===== src/rtl/bcd_to_bin_seq.sv =====
`default_nettype none
// ============================================================================
//  Module   : bcd_to_bin_seq
//  Purpose  : Sequential packed-BCD to binary decoder. An operand is accepted
//             over a valid/ready handshake and converted by reverse
//             double-dabble, one bit per clock (W = 4*DIGITS clocks). The
//             result is returned over a second valid/ready handshake.
//  Options  : `define BCDCONV_INVALID_DIGIT_EN to flag operands that contain
//             a digit above 9 (err=1, bin_out forced to 0 in DONE).
//  Revision : 1.0 - initial release
// ============================================================================
module bcd_to_bin_seq #(
    parameter int DIGITS = 4
) (
    input  logic                  clk,
    input  logic                  reset_n,
    input  logic                  abort,
    input  logic                  in_valid,
    output logic                  in_ready,
    input  logic [4*DIGITS-1:0]   bcd_in,
    output logic                  out_valid,
    input  logic                  out_ready,
    output logic [4*DIGITS-1:0]   bin_out,
    output logic                  err,
    output logic                  busy
);

    localparam int W  = 4 * DIGITS;
    localparam int CW = (W > 1) ? $clog2(W) : 1;
    localparam logic [CW-1:0] LAST_ITER = CW'(W - 1);

    typedef enum logic [1:0] {
        ST_IDLE = 2'd0,
        ST_BUSY = 2'd1,
        ST_DONE = 2'd2
    } state_t;

    state_t            state_q, state_d;
    logic [CW-1:0]     count_q, count_d;
    logic [W-1:0]      bcd_q,   bcd_d;
    logic [W-1:0]      bin_q,   bin_d;

    logic [2*W-1:0]    pair_shift;
    logic [W-1:0]      bcd_shift;
    logic [W-1:0]      bin_shift;
    logic [W-1:0]      bcd_adj;

    // One reverse double-dabble step: shift the BCD/binary pair right by one
    assign pair_shift = {bcd_q, bin_q} >> 1;
    assign bcd_shift  = pair_shift[2*W-1:W];
    assign bin_shift  = pair_shift[W-1:0];

    // After the shift, any nibble >= 8 had a "ten" pass through it; remove 3
    for (genvar gi = 0; gi < DIGITS; gi++) begin : g_nibble
        assign bcd_adj[4*gi +: 4] = bcd_shift[4*gi + 3] ? (bcd_shift[4*gi +: 4] - 4'd3)
                                                       : bcd_shift[4*gi +: 4];
    end

`ifdef BCDCONV_INVALID_DIGIT_EN
    logic              err_q, err_d;
    logic [DIGITS-1:0] digit_bad;

    // Flag every incoming nibble that is not a decimal digit
    for (genvar gd = 0; gd < DIGITS; gd++) begin : g_digit_chk
        assign digit_bad[gd] = (bcd_in[4*gd +: 4] > 4'd9);
    end
`endif

    // Next-state, datapath and handshake control
    always_comb begin
        state_d = state_q;
        count_d = count_q;
        bcd_d   = bcd_q;
        bin_d   = bin_q;
`ifdef BCDCONV_INVALID_DIGIT_EN
        err_d   = err_q;
`endif
        case (state_q)
            ST_IDLE: begin
                if (in_valid && in_ready) begin
                    bcd_d   = bcd_in;
                    bin_d   = '0;
                    count_d = '0;
                    state_d = ST_BUSY;
`ifdef BCDCONV_INVALID_DIGIT_EN
                    err_d   = |digit_bad;
`endif
                end
            end
            ST_BUSY: begin
                bcd_d   = bcd_adj;
                bin_d   = bin_shift;
                count_d = count_q + CW'(1);
                if (count_q == LAST_ITER) begin
                    state_d = ST_DONE;
                end
            end
            ST_DONE: begin
                if (out_ready) begin
                    state_d = ST_IDLE;
`ifdef BCDCONV_INVALID_DIGIT_EN
                    err_d   = 1'b0;
`endif
                end
            end
            default: begin
                state_d = ST_IDLE;
            end
        endcase
        // Cancel wins over both handshakes in the same cycle
        if (abort) begin
            state_d = ST_IDLE;
            count_d = '0;
`ifdef BCDCONV_INVALID_DIGIT_EN
            err_d   = 1'b0;
`endif
        end
    end

    // State and datapath registers
    always_ff @(posedge clk or negedge reset_n) begin
        if (!reset_n) begin
            state_q <= ST_IDLE;
            count_q <= '0;
            bcd_q   <= '0;
            bin_q   <= '0;
        end else begin
            state_q <= state_d;
            count_q <= count_d;
            bcd_q   <= bcd_d;
            bin_q   <= bin_d;
        end
    end

`ifdef BCDCONV_INVALID_DIGIT_EN
    // Invalid-digit flag, held from accept until the result leaves
    always_ff @(posedge clk or negedge reset_n) begin
        if (!reset_n) begin
            err_q <= 1'b0;
        end else begin
            err_q <= err_d;
        end
    end

    assign err     = (state_q == ST_DONE) && err_q;
    assign bin_out = ((state_q == ST_DONE) && !err_q) ? bin_q : '0;
`else
    assign err     = 1'b0;
    assign bin_out = (state_q == ST_DONE) ? bin_q : '0;
`endif

    assign in_ready  = (state_q == ST_IDLE) && !abort;
    assign out_valid = (state_q == ST_DONE);
    assign busy      = (state_q != ST_IDLE);

endmodule
`default_nettype wire

===== config.mk =====
export PLATFORM = sky130hd
export DESIGN_NAME = bcd_to_bin_seq
export DESIGN_NICKNAME = d
export VERILOG_FILES = /design/src/rtl/bcd_to_bin_seq.sv
export SDC_FILE = /design/constraint.sdc
export NUM_CORES = 1
export LEC_CHECK = 0
export CAP_MARGIN = 15
export CORE_MARGIN = 4
export CORE_UTILIZATION = 35
export DETAILED_ROUTE_END_ITERATION = 12
export HOLD_SLACK_MARGIN = 0.06
export SKIP_CTS_REPAIR_TIMING = 1
export SYNTH_ARGS = -nofsm -noshare
export SYNTH_HDL_FRONTEND = slang
export SYNTH_SLANG_ARGS = --single-unit

===== constraint.sdc =====
create_clock -name clk -period 4.15 [get_ports clk]
set_clock_uncertainty 0.2 [all_clocks]
set_input_delay 0.415 -clock clk [delete_from_list [all_inputs] [get_ports clk]]
set_output_delay 0.415 -clock clk [all_outputs]
set_load 0.005 [all_outputs]

# == Word-level counts from Yosys, hierarchy flattened ==
# Index checks and enable logic that the tools add are counted.
# word_totals
output_inout_bits,20
register_bits,38
word_cells,41
# op_classes
n_eq_ne,7
n_mux,16
n_addsub,4
n_reduce_logical,10
# ops
cell,n
$pmux W16 S2,2
$mux W16,3
$mux W4,5
$sub A4 B2 Y4 const B,3
$mux W2,4
$pmux W4 S2,1
$ne A3 B3 Y1 const B,2
$pmux W2 S3,1
$add A4 B1 Y4 const B,1
$eq A4 B4 Y1 const B,1
$reduce_and A2 Y1,2
$reduce_bool A2 Y1,2
$ne A3 B2 Y1 const B,1
$reduce_and A3 Y1,1
$reduce_bool A3 Y1,1
$eq A2 B1 Y1 const B,1
$eq A2 B2 Y1 const B,1
$logic_and A1 B1 Y1,2
$logic_not A2 Y1,1
$ne A2 B2 Y1 const B,1
$logic_not A1 Y1,1

# == Logic depth before layout (Yosys ltp) ==
# depth
word_depth,6
ltp_mapped,5
ltp_nobuf,4

# == Worst setup path before layout ==
# OpenSTA, ideal clock, no wires.
# synth_timing
path_type,register -> output
from,register state_q[0]
to,output port bin_out[10]
path_stages_with_launch,5
required_ns,3.535
n_path_buf,2
slack_ns,2.328
arrival_time_ns,1.207
path_cell_list,dfrtp_1 -> buf_2 -> nor2b_1 -> clkbuf_1 -> and2_1
# synth_via
elab_chain_len,2
# synth_lines
element,line,text
from (decl),38,"state_t state_q, state_d;"
from (signal assigned),128,state_q <= state_d;
$eq A2 B2 Y1,n/a,
named net out_valid,21,"output logic out_valid,"
$mux W16,149,assign bin_out = (state_q == ST_DONE) ? bin_q : '0;
to (decl),23,"output logic [4*DIGITS-1:0] bin_out,"
# The timed path passes the listed nets, and every way through them passes these cells.

# == Final worst setup path ==
# layout_timing
from,register state_q[1]
to,output port bin_out[0]
# layout_via
elab_chain_len,2
# layout_lines
element,line
$eq A2 B2 Y1,149
$mux W16,149
# Every way passes these cells.

==> results.json <==
{
  "outcome": "finished, final reports clean",
  "routedWlPerCell_microns": 14.6,
  "period_share_pct": 75.1,
  "port_buffers": 39,
  "cts_max_level": 2,
  "mappedNetlistArea_sq_mm": 0.00199,
  "setup_tns_ps": 0,
  "synth_edf_count": 0,
  "rsz0062_at_grt": "false",
  "r2r_start": "state_q[0]",
  "fp.dieW_microns": 83.4,
  "synth_commonest_cells": "38 x dfrtp_1, 33 x nand2_1, 18 x nand3_1",
  "syn_to_final_growth_pct": 25.5,
  "via_per_inst": 5.03,
  "fmax_ghz": 0.321,
  "grt_start_max_net_pins": 39,
  "fin_crit_ps": 3120,
  "cts.clk_slew.worst_paths_ps": 80,
  "diodes": 0,
  "nNetsFinal": 269,
  "ys_ff_latch": 38,
  "cp-end-kind": "output port",
  "rrSetupSlack_ps": 1760,
  "r2r_cells": 3,
  "drc": 0,
  "postLayoutCoreUtil_pct": 45.4,
  "num_rows": 27,
  "synth_flop_cell": "dfrtp_1",
  "path_max_fanout": 18,
  "peakVddDrop_mv": 0.179,
  "avgSynthCellArea_sq_um": 9.43,
  "dr.pass1.iters": 5,
  "power_density_mw_per_mm2": 450,
  "slew_violations": 0,
  "syn-instance-count": 211,
  "grt_use_total_pct": 14.2,
  "drive_gt1_share_pct": 6.53,
  "ys_warn_count": 0,
  "async_reset_ff_share_pct": 100,
  "routabilityCongestion": 0.771,
  "syn_nets": 236,
  "power_uw": 1120,
  "vias": 1594,
  "hpwl_microns": 3050,
  "cts_buffer_depth": 2,
  "synthTopCellsByArea": "dfrtp_1 48%, nand2_1 6.2%, and2_1 5.0%",
  "fp.dieH_microns": 83.4,
  "stdcell_count": 317,
  "grt_pass1_wl_microns": 7970,
  "synth.most_common_cell": "dfrtp_1",
  "ys_types": 38,
  "cts_tree": "built",
  "worstPathRequired_ps": 3530,
  "critPathKind": "reg2out",
  "core-area_sq_mm": 0.00551,
  "cap_violations": 0,
  "arrival_ps": 2500,
  "worstMarginPinSlew_ps": 967,
  "r2r-end": "bcd_q[4]",
  "clkLatencyLatePin_ps": 290,
  "setup_viol": 0,
  "clockRootBuffer": "clkbuf_8",
  "relSlewSlack_pct": 35.5,
  "clock_sinks": 38,
  "hp-class": "in2async",
  "initial_utilization_pct": 36.2,
  "routed_wl_microns": 4620,
  "grt_pass1_vias": 1605,
  "dpl.cell_count": 309,
  "antenna_left": 0,
  "yosysTopAreaCellShare_pct": 47.8,
  "hold_viol_final": 0,
  "grt_antenna_before_repair": 0,
  "yosys.area.top_type": "dfrtp_1",
  "design.die.area_sq_mm": 0.00696,
  "io_pins": 41,
  "start_kind": "register",
  "numCtsBuffers": 5,
  "overflow": 0,
  "power.leakage_uw": 0.00114,
  "drt_iter0_drc": 122,
  "ys_seq_area_share_pct": 47.8
}
-- flip-flops by register name, indices dropped and copies added (netlist names) --
name     flops
bin_q       16
state_q      2
bcd_q       16
count_q      4
-- logic make-up after synthesis --
logic type / after synthesis / synth area share (%)
AOI/OAI and AO/OA: 40 / 14.4
xor gates and xnor gates: 6 / 2.64
buffers and inverters: 23 / 5.47
and+or+nand+nor: 95 / 25.0
muxes: 4 / 2.01
other: 1 / 0.188
DFF: 38 / 47.8
adders and majority gates: 4 / 2.51
-- worst max-delay path by stage --
stage | endpoint | depth (start not counted) | startpoint | slack [ps]
after floorplan | bin_out[10] | 4 | state_q[0] | 2330
after global placement | bcd_q[8] | 4 | abort | 1230
after detailed placement | bcd_q[4] | 4 | abort | 1220
after CTS | bin_out[10] | 3 | state_q[1] | 980
after global routing | bin_out[0] | 3 | state_q[1] | 810
final | bin_out[0] | 3 | state_q[1] | 1030
-- worst max-delay path, cell delays in order, from the launching register on --
cell             delay [ps]
dfrtp_1                 670
nor2b_1                 800
and2_1                  240
clkdlybuf4s50_1         500
-- area by class of cell --
cell class              instances  area (sq um)
inverters                       8          30.0
well taps                      72          90.1
clock inverters                 2          12.5
flip-flops and latches         38           951
multi-input cells             150           931
fillers                       561          3010
repair buffers                 41           400
clock buffers                   6          82.6
-- per-layer routing --
layer / vias to the layer above / global-route usage, % / routed length [microns]
met1: 761 / 19.7 / 2210
met5: - / 0 / 0
met2: 29 / 21.4 / 2180
li1: 798 / - / -
met3: 6 / 4.27 / 171
met4: 0 / 3.95 / 56
-- metrics by stage --
step	instance area [sq um]	hold WS (ps)	setup slack, ps
after CTS	2500	53.8	980
after floorplan	1990	-80.6	2330
final	2500	32.2	1030
after global routing	2500	94.8	811
after global placement	2400	271	1230
after detailed placement	2400	275	1220
-- placed cells by master, fill, tap and decap left out, types with 4 or more instances in the layout --
master           Yosys  layout
dfrtp_1             38      38
clkdlybuf4s50_1      0      38
nand2_1             33      33
nand3_1             18      18
and2_1              16      16
a21oi_1             10      10
nor2b_1              8       8
inv_1                8       8
nor2_1               7       7
o22ai_1              6       6
clkbuf_8             0       6
a31oi_1              5       5
o21ai_0              4       4
mux2i_1              4       4
ha_1                 4       4
-- report_power, final --
group	internal (uW)	switching (uW)	total (uW)
clock	134	136	269
combinational	161	143	304
sequential	459	91.7	551
total	753	371	1120
Note: power is estimated with default switching activity, not from simulation.
